==> src/rtl/cnn_window_addr_gen_if.sv <==
// Handshake/bus bundle between the window address generator and its controller/consumer.
// The master modport is the generator side; slave is the controller/MAC side.
interface cnn_window_addr_gen_if #(
  parameter int addr_width_p = 16
);
  logic                    start_i;
  logic [addr_width_p-1:0] base_i;
  logic                    ready_i;
  logic                    valid_o;
  logic [addr_width_p-1:0] addr_o;
  logic                    pad_o;
  logic                    last_o;
  logic                    done_o;
  logic                    busy_o;

  modport master (
    input  start_i, base_i, ready_i,
    output valid_o, addr_o, pad_o, last_o, done_o, busy_o
  );

  modport slave (
    output start_i, base_i, ready_i,
    input  valid_o, addr_o, pad_o, last_o, done_o, busy_o
  );
endinterface

==> src/rtl/cnn_window_addr_gen.sv <==
// Sliding-window feature-map address generator: walks (out row, out col, k row, k col).
// Optional "same" zero padding is enabled with macro CNN_WINDOW_ADDR_GEN_PAD_EN.
module cnn_window_addr_gen #(
  parameter int in_w_p       = 4,
  parameter int in_h_p       = 4,
  parameter int k_p          = 3,
  parameter int stride_p     = 1,
  parameter int addr_width_p = 16
) (
  input  logic                  clk_i,
  input  logic                  reset_i,
  cnn_window_addr_gen_if.master bus
);

  function automatic int cw(input int n);
    return (n <= 1) ? 1 : $clog2(n);
  endfunction

`ifdef CNN_WINDOW_ADDR_GEN_PAD_EN
  localparam int PAD = (k_p - 1) / 2;
`else
  localparam int PAD = 0;
`endif
  localparam int OUT_W = (in_w_p + 2 * PAD - k_p) / stride_p + 1;
  localparam int OUT_H = (in_h_p + 2 * PAD - k_p) / stride_p + 1;
  localparam int KW    = cw(k_p);
  localparam int OCW   = cw(OUT_W);
  localparam int ORW   = cw(OUT_H);
  localparam int AW    = addr_width_p + 2;

  localparam logic [KW-1:0]  K_MAX  = KW'(k_p - 1);
  localparam logic [OCW-1:0] OC_MAX = OCW'(OUT_W - 1);
  localparam logic [ORW-1:0] OR_MAX = ORW'(OUT_H - 1);

  localparam logic signed [AW-1:0] STRIDE_S = AW'(stride_p);
  localparam logic signed [AW-1:0] PAD_S    = AW'(PAD);
  localparam logic signed [AW-1:0] INW_S    = AW'(in_w_p);

  typedef enum logic [1:0] {IDLE, RUN, DONE} state_t;

  state_t                  state_reg, state_next;
  logic [KW-1:0]           kc_reg, kc_next, kr_reg, kr_next;
  logic [OCW-1:0]          ocol_reg, ocol_next;
  logic [ORW-1:0]          orow_reg, orow_next;
  logic [addr_width_p-1:0] base_reg, base_next;

  always_ff @(posedge clk_i) begin
    if (reset_i) begin
      state_reg <= IDLE;
      kc_reg    <= '0;
      kr_reg    <= '0;
      ocol_reg  <= '0;
      orow_reg  <= '0;
      base_reg  <= '0;
    end else begin
      state_reg <= state_next;
      kc_reg    <= kc_next;
      kr_reg    <= kr_next;
      ocol_reg  <= ocol_next;
      orow_reg  <= orow_next;
      base_reg  <= base_next;
    end
  end

  // Chained counters: kc innermost; the wrap of the outermost ends the frame.
  always_comb begin
    state_next = state_reg;
    kc_next    = kc_reg;
    kr_next    = kr_reg;
    ocol_next  = ocol_reg;
    orow_next  = orow_reg;
    base_next  = base_reg;
    case (state_reg)
      IDLE: begin
        if (bus.start_i) begin
          base_next  = bus.base_i;
          kc_next    = '0;
          kr_next    = '0;
          ocol_next  = '0;
          orow_next  = '0;
          state_next = RUN;
        end
      end
      RUN: begin
        if (bus.ready_i) begin
          if (kc_reg == K_MAX) begin
            kc_next = '0;
            if (kr_reg == K_MAX) begin
              kr_next = '0;
              if (ocol_reg == OC_MAX) begin
                ocol_next = '0;
                if (orow_reg == OR_MAX) begin
                  orow_next  = '0;
                  state_next = DONE;
                end else begin
                  orow_next = orow_reg + 1'b1;
                end
              end else begin
                ocol_next = ocol_reg + 1'b1;
              end
            end else begin
              kr_next = kr_reg + 1'b1;
            end
          end else begin
            kc_next = kc_reg + 1'b1;
          end
        end
      end
      DONE:    state_next = IDLE;
      default: state_next = IDLE;
    endcase
  end

  logic                    valid;
  logic signed [AW-1:0]    row_s, col_s;
  logic [addr_width_p-1:0] addr_calc;

  assign valid = (state_reg == RUN);

  always_comb begin
    row_s     = signed'(AW'(orow_reg)) * STRIDE_S + signed'(AW'(kr_reg)) - PAD_S;
    col_s     = signed'(AW'(ocol_reg)) * STRIDE_S + signed'(AW'(kc_reg)) - PAD_S;
    addr_calc = addr_width_p'(signed'(AW'(base_reg)) + row_s * INW_S + col_s);
  end

`ifdef CNN_WINDOW_ADDR_GEN_PAD_EN
  localparam logic signed [AW-1:0] INH_S = AW'(in_h_p);
  logic oob;
  assign oob        = (row_s < 0) || (row_s >= INH_S) || (col_s < 0) || (col_s >= INW_S);
  assign bus.pad_o  = valid && oob;
  assign bus.addr_o = (valid && !oob) ? addr_calc : '0;
`else
  assign bus.pad_o  = 1'b0;
  assign bus.addr_o = valid ? addr_calc : '0;
`endif

  assign bus.valid_o = valid;
  assign bus.last_o  = valid && (kr_reg == K_MAX) && (kc_reg == K_MAX);
  assign bus.done_o  = (state_reg == DONE);
  assign bus.busy_o  = (state_reg != IDLE);

endmodule

==> src/flat_wrapper.sv <==
// flat-port wrapper written by rule: the top's interface ports become plain ports
module cnn_window_addr_gen_flat 
#(
  parameter int in_w_p       = 4,
  parameter int in_h_p       = 4,
  parameter int k_p          = 3,
  parameter int stride_p     = 1,
  parameter int addr_width_p = 16
)
  (clk_i, reset_i, bus_start_i, bus_base_i, bus_ready_i, bus_valid_o, bus_addr_o, bus_pad_o, bus_last_o, bus_done_o, bus_busy_o);
  cnn_window_addr_gen_if #(.addr_width_p(addr_width_p)) bus_i ();
  input  logic clk_i;
  input  logic reset_i;
  input wire logic [$bits(bus_i.start_i)-1:0] bus_start_i;
  input wire logic [$bits(bus_i.base_i)-1:0] bus_base_i;
  input wire logic [$bits(bus_i.ready_i)-1:0] bus_ready_i;
  output wire logic [$bits(bus_i.valid_o)-1:0] bus_valid_o;
  output wire logic [$bits(bus_i.addr_o)-1:0] bus_addr_o;
  output wire logic [$bits(bus_i.pad_o)-1:0] bus_pad_o;
  output wire logic [$bits(bus_i.last_o)-1:0] bus_last_o;
  output wire logic [$bits(bus_i.done_o)-1:0] bus_done_o;
  output wire logic [$bits(bus_i.busy_o)-1:0] bus_busy_o;
  assign bus_i.start_i = bus_start_i;
  assign bus_i.base_i = bus_base_i;
  assign bus_i.ready_i = bus_ready_i;
  assign bus_valid_o = bus_i.valid_o;
  assign bus_addr_o = bus_i.addr_o;
  assign bus_pad_o = bus_i.pad_o;
  assign bus_last_o = bus_i.last_o;
  assign bus_done_o = bus_i.done_o;
  assign bus_busy_o = bus_i.busy_o;
  cnn_window_addr_gen #(.in_w_p(in_w_p), .in_h_p(in_h_p), .k_p(k_p), .stride_p(stride_p), .addr_width_p(addr_width_p)) u_core (.clk_i(clk_i), .reset_i(reset_i), .bus(bus_i));
endmodule
==> config.mk <==
export PLATFORM = sky130hd
export DESIGN_NAME = cnn_window_addr_gen_flat
export DESIGN_NICKNAME = d
export VERILOG_FILES = /design/src/rtl/cnn_window_addr_gen_if.sv /design/src/rtl/cnn_window_addr_gen.sv /design/src/flat_wrapper.sv
export SDC_FILE = /design/constraint.sdc
export NUM_CORES = 1
export LEC_CHECK = 0
export CORE_AREA = 2 2 69 58
export CTS_BUF_LIST = sky130_fd_sc_hd__clkbuf_8
export DETAILED_ROUTE_END_ITERATION = 8
export DIE_AREA = 0 0 71 60
export PLACE_DENSITY = 0.76
export SYNTH_ARGS = -nofsm -noshare
export SYNTH_HDL_FRONTEND = slang
export SYNTH_SLANG_ARGS = --single-unit
==> constraint.sdc <==
create_clock -name clk_i -period 3.1 [get_ports clk_i]
set_input_delay 0.62 -clock clk_i [delete_from_list [all_inputs] [get_ports clk_i]]
set_output_delay 0.62 -clock clk_i [all_outputs]
set_load 0.01 [all_outputs]
* Word level (Yosys, flattened, before mapping)
Index checks and enable logic that the tools add are counted.
Operators by class: $add $sub $neg 8, eq/ne operators 10, multiplexer cells 28, reduce and logical (&&, ||, !) cells 11
Operators with widths (number):
- $add 16x16->16 | 2
- $mux 2 | 12
- $mux 16 | 1
- $pmux 2 s2 | 3
- $reduce_and 6->1 | 2
- $mux 1 | 10
- $ne 2x2->1 const B | 4
- $add 1x2->3 | 2
- $eq 2x2->1 const B | 3
- $reduce_and 5->1 | 1
- $add 2x1->2 const B | 2
- $ne 2x1->1 const B | 2
- $pmux 1 s2 | 2
- $reduce_and 4->1 | 1
- $reduce_bool 2->1 | 2
- $reduce_and 3->1 | 1
- $add 1x1->1 const B | 2
- $eq 2x1->1 const B | 1
- $logic_and 1x1->1 | 2
- $logic_not 2->1 | 1
- $reduce_and 2->1 | 1
Word-level totals: register bits after elaboration 24, input bits 20, output and inout bits 21, word-level logic and storage cells 63

* Logic depth before layout (Yosys ltp)
depth in word-level cells 7, gate-level depth with buffers 9, gate-level depth less buffers 9

* Worst setup path before layout
Ideal clock, no wire load.
kind register -> output, from reg u_core.kc_reg[0], to out bus_addr_o[11], data arrival time 2682 ps, slack -202 ps, stages on the path, launching flop included 10, cells stage by stage dfxtp_1 > ha_1 > ha_1 > ha_1 > ha_1 > fa_1 > a211o_1 > a21oi_1 > o21ai_0 > a21oi_1
On the way: longest elaborated chain between the ends 3
RTL lines:
- from (decl) | RTL line cnn_window_addr_gen.sv:42 | logic [KW-1:0] kc_reg, kc_next, kr_reg, kr_next;
- from (signal assigned) | RTL line cnn_window_addr_gen.sv:57 | kc_reg <= kc_next;
- $add 1x2->3 | RTL line cnn_window_addr_gen.sv:122 | col_s = signed'(AW'(ocol_reg)) * STRIDE_S + signed'(AW'(kc_reg)) - PAD_S;
- $add 16x16->16 | RTL line cnn_window_addr_gen.sv:123 | addr_calc = addr_width_p'(signed'(AW'(base_reg)) + row_s * INW_S + col_s);
- $mux 16 | RTL line cnn_window_addr_gen.sv:134 | assign bus.addr_o = valid ? addr_calc : '0;
- to (decl) | RTL line flat_wrapper.sv:18 | output wire logic [$bits(bus_i.addr_o)-1:0] bus_addr_o;
No other way between the ends.

* Worst setup path in the final report
from reg u_core.kc_reg[0], to out bus_addr_o[7]
Same word-level chain as after synthesis.

==> impl_metrics.ini <==
[layout]
synthToLayoutAreaGrowth_pct = 54.2
layout_common_cells = 41 x nand2_1, 26 x buf_4, 25 x clkdlybuf4s50_1, 23 x a21oi_1, 20 x dfxtp_1
largest_register_ffs = 16
antenna_cells = 0
fill_cells = 303
mostFrequentLayoutCell = nand2_1
finalNetCount = 304
drive_gt1_frac = 0.296

[power_and_ir_drop]
p_sw_w = 0.000186
pwr-share-clk = 0.273
p_per_area_nw_per_um2 = 279
swShare = 0.278
p_seq_frac = 0.506
comb_power_share = 0.221
p_int_w = 0.000483
cellLeakagePower_nw = 0.970
vdd_ir_drop_max_mv = 0.199

[critical_path]
r2r_start = u_core.state_reg[1]
r2r_cells = 5
cp.arrival_ps = 2770
r2r_setup_slack_ps = 1090
path_class = register to primary output
crit_chain = ha_4, ha_4, fa_2, fa_2, a211o_4, a21oi_4, o21ai_1, a21oi_2, buf_2
cp.required_ps = 2480
cp_max_fo = 5
critPathLaunchType = register
max_stage_delay_ps = 470
path_buf_inv = 1
r2r_end = u_core.kr_reg[1]
cp-end-kind = primary output
path_delay_family = adder cells
slowest_stage = fa_2

[global_route]
grt.total_usage = 0.214
grt_max_degree = 25
antenna_found_initial = 0
grt_overflow_total = 0
grt_pass1_wl_um = 7160
grt_pass1_vias = 1595

[place]
pre_cts_slack_ps = -574
hpwl_um = 2840
io_buffers = 39
gp_congestion = 0.811

[clock_tree]
cts_root_buf = clkbuf_8
cts_buffers = 3
cts_buffer_depth = 2
htreeDepth = 1
clk_pin_slew_ps = 80
postCtsHoldBufs = 0
cts_tree = done
insertion_delay_ps = 260
cts.sinks = 24

[flow_run]
maxCapViolations = 0

[sta]
setup_violations = 11
tns_ps = -2380
setup_slack_ps = -293
hold_viol_final = 0
slew_headroom = 0.399
fmax_mhz = 295
fin_skew_ps = 2.87
finalCriticalPeriod_ps = 3390
grt_setup_unrepaired = yes
worst_pin_slew_ps = 899
finalMaxSlewViolations = 0
timing.final.crit_share = 1.09

[route]
vias = 1707
wl_per_cell_um = 14.4
drt_iter0_drc = 134
viasPerCell = 5.49
drt_pass1_iterations = 4
wl_um = 4480
detail-route-antenna-nets = 0
drc = 0

[logic_synthesis]
netlist.area_leader.share = 0.308
ys_top_cells_by_area = dfxtp_1 31%, ha_1 10%, nand2_1 9.9%, a21oi_1 8.0%, nor2_1 3.9%
syn_inst = 203
yosys.area_share.xor_xnor = 0.0112
yosys_most_used_dff = dfxtp_1
ys_types = 43
synth_top_area_cell = dfxtp_1
ys_seq_area_frac = 0.308
syn_nets = 238
synth-simple-area-share = 0.292
synthAdderAreaFrac = 0.130
synth_compound_area_frac = 0.212
synth_seq_cells = 24
netlist_area_um2 = 1560
ys_warn_count = 0
avgSynthCellArea_um2 = 7.67
synth_top_family_by_area = simple AND/OR/NAND/NOR gates
synthMuxAreaShare = 0.00643
ys_async_sr_fraction = 0
synth_edf_count = 0

[die]
die-width_um = 71
pin_count = 41
dieArea_um2 = 4260
die_h_um = 60
rows = 20
core-area_um2 = 3630
start_util = 0.429

[run_status]
run_status = finished with violations
violations = negative setup slack

[hold_path]
holdPathStages = 2
hold_class = register to register
hp-start = u_core.base_reg[0]
hold_end = u_core.base_reg[0]
==> logic make-up after synthesis <==
group,Yosys count
AND/OR/NAND/NOR,92
multiplexers,1
AO/OA/AOI/OAI,54
adder cells (fa/ha/maj),15
other,1
flip-flops,24
buffers and inverters,14
XOR/XNOR,2
==> power groups by stage <==
| stage | Sequential, W | Clock [W] | Combinational, W |
|---|---|---|---|
| finish | 0.000339 | 0.000183 | 0.000148 |
| global route | 0.000340 | 0.000194 | 0.000162 |
| CTS | 0.000337 | 0.000185 | 0.000142 |
| detailed placement | 0.000343 | 0 | 0.000136 |
| global placement | 0.000343 | 0 | 0.000134 |
| floorplan | 0.000340 | 0 | 0.0000719 |
==> how the worst max path moves through the flow <==
stage,from,endpoint,slack [ps],cells after the start
2_1_floorplan,u_core.kc_reg[0],bus_addr_o[7],3,9
3_3_place_gp,u_core.ocol_reg,bus_addr_o[7],-580,10
3_5_place_dp,u_core.ocol_reg,bus_addr_o[7],-570,10
4_1_cts,u_core.kc_reg[0],bus_addr_o[7],-260,10
5_1_grt,u_core.kc_reg[0],bus_addr_o[8],-360,10
6_report,u_core.kc_reg[0],bus_addr_o[7],-290,9
==> through the flow <==
stage / util / power, W / instance area (µm²) / instances / hold slack [ps]
global placement: 0.594 / 0.000477 / 2160 / 298 / 448
global route: 0.662 / 0.000697 / 2400 / 311 / 502
detailed placement: 0.594 / 0.000479 / 2160 / 298 / 456
floorplan: - / 0.000412 / 1600 / 203 / 434
CTS: 0.645 / 0.000664 / 2340 / 306 / 468
finish: 0.662 / 0.000669 / 2400 / 311 / 466
==> what timing repair did <==
item	4_1_cts	5_1_grt
endpoints found under the setup margin	14	13
gates cloned	1	0
gates resized for setup	82	8
setup buffers	4	5
pin swaps	21	4
==> worst min-delay path, delay by kind of cell (launching register included) <==
kind / cells / cell delay [ps]
compound gates: 1 / 50
flops: 1 / 320
simple gates: 1 / 50
==> metal layers <==
| metal | part of all wire | vias up | global-route usage |
|---|---|---|---|
| li1 | - | 850 | - |
| met4 | 0.014 | 0 | 0.0782 |
| met5 | 0 | - | 0 |
| met3 | 0.045 | 6 | 0.0388 |
| met1 | 0.48 | 797 | 0.294 |
| met2 | 0.46 | 54 | 0.338 |
==> area by class of cell <==
type | instances | area (µm²) | area share
Inverter | 6 | 22.5 | 0.00938
Sequential cell | 24 | 485 | 0.202
Tap cell | 44 | 55.1 | 0.0229
Multi-Input combinational cell | 166 | 1230 | 0.510
Timing Repair Buffer | 68 | 572 | 0.238
Clock buffer | 3 | 41.3 | 0.0172
==> synthesized netlist by cell type (2+ instances only) <==
master and n:
nand2b_1 2, o21ai_1 2, nand2_1 41, o21ai_0 7, ha_1 13, clkbuf_1 6
a31o_2 3, a21oi_1 25, or4_1 2, nor4_1 2, dfxtp_1 24, a21o_1 2
or3_1 8, fa_1 2, nor2b_1 2, and2_1 4, nor3_1 3, nor2_1 16
nand3_1 2, inv_1 6, nand4_1 3, a211oi_1 7
No activity file was read; power rests on OpenSTA's default activity.
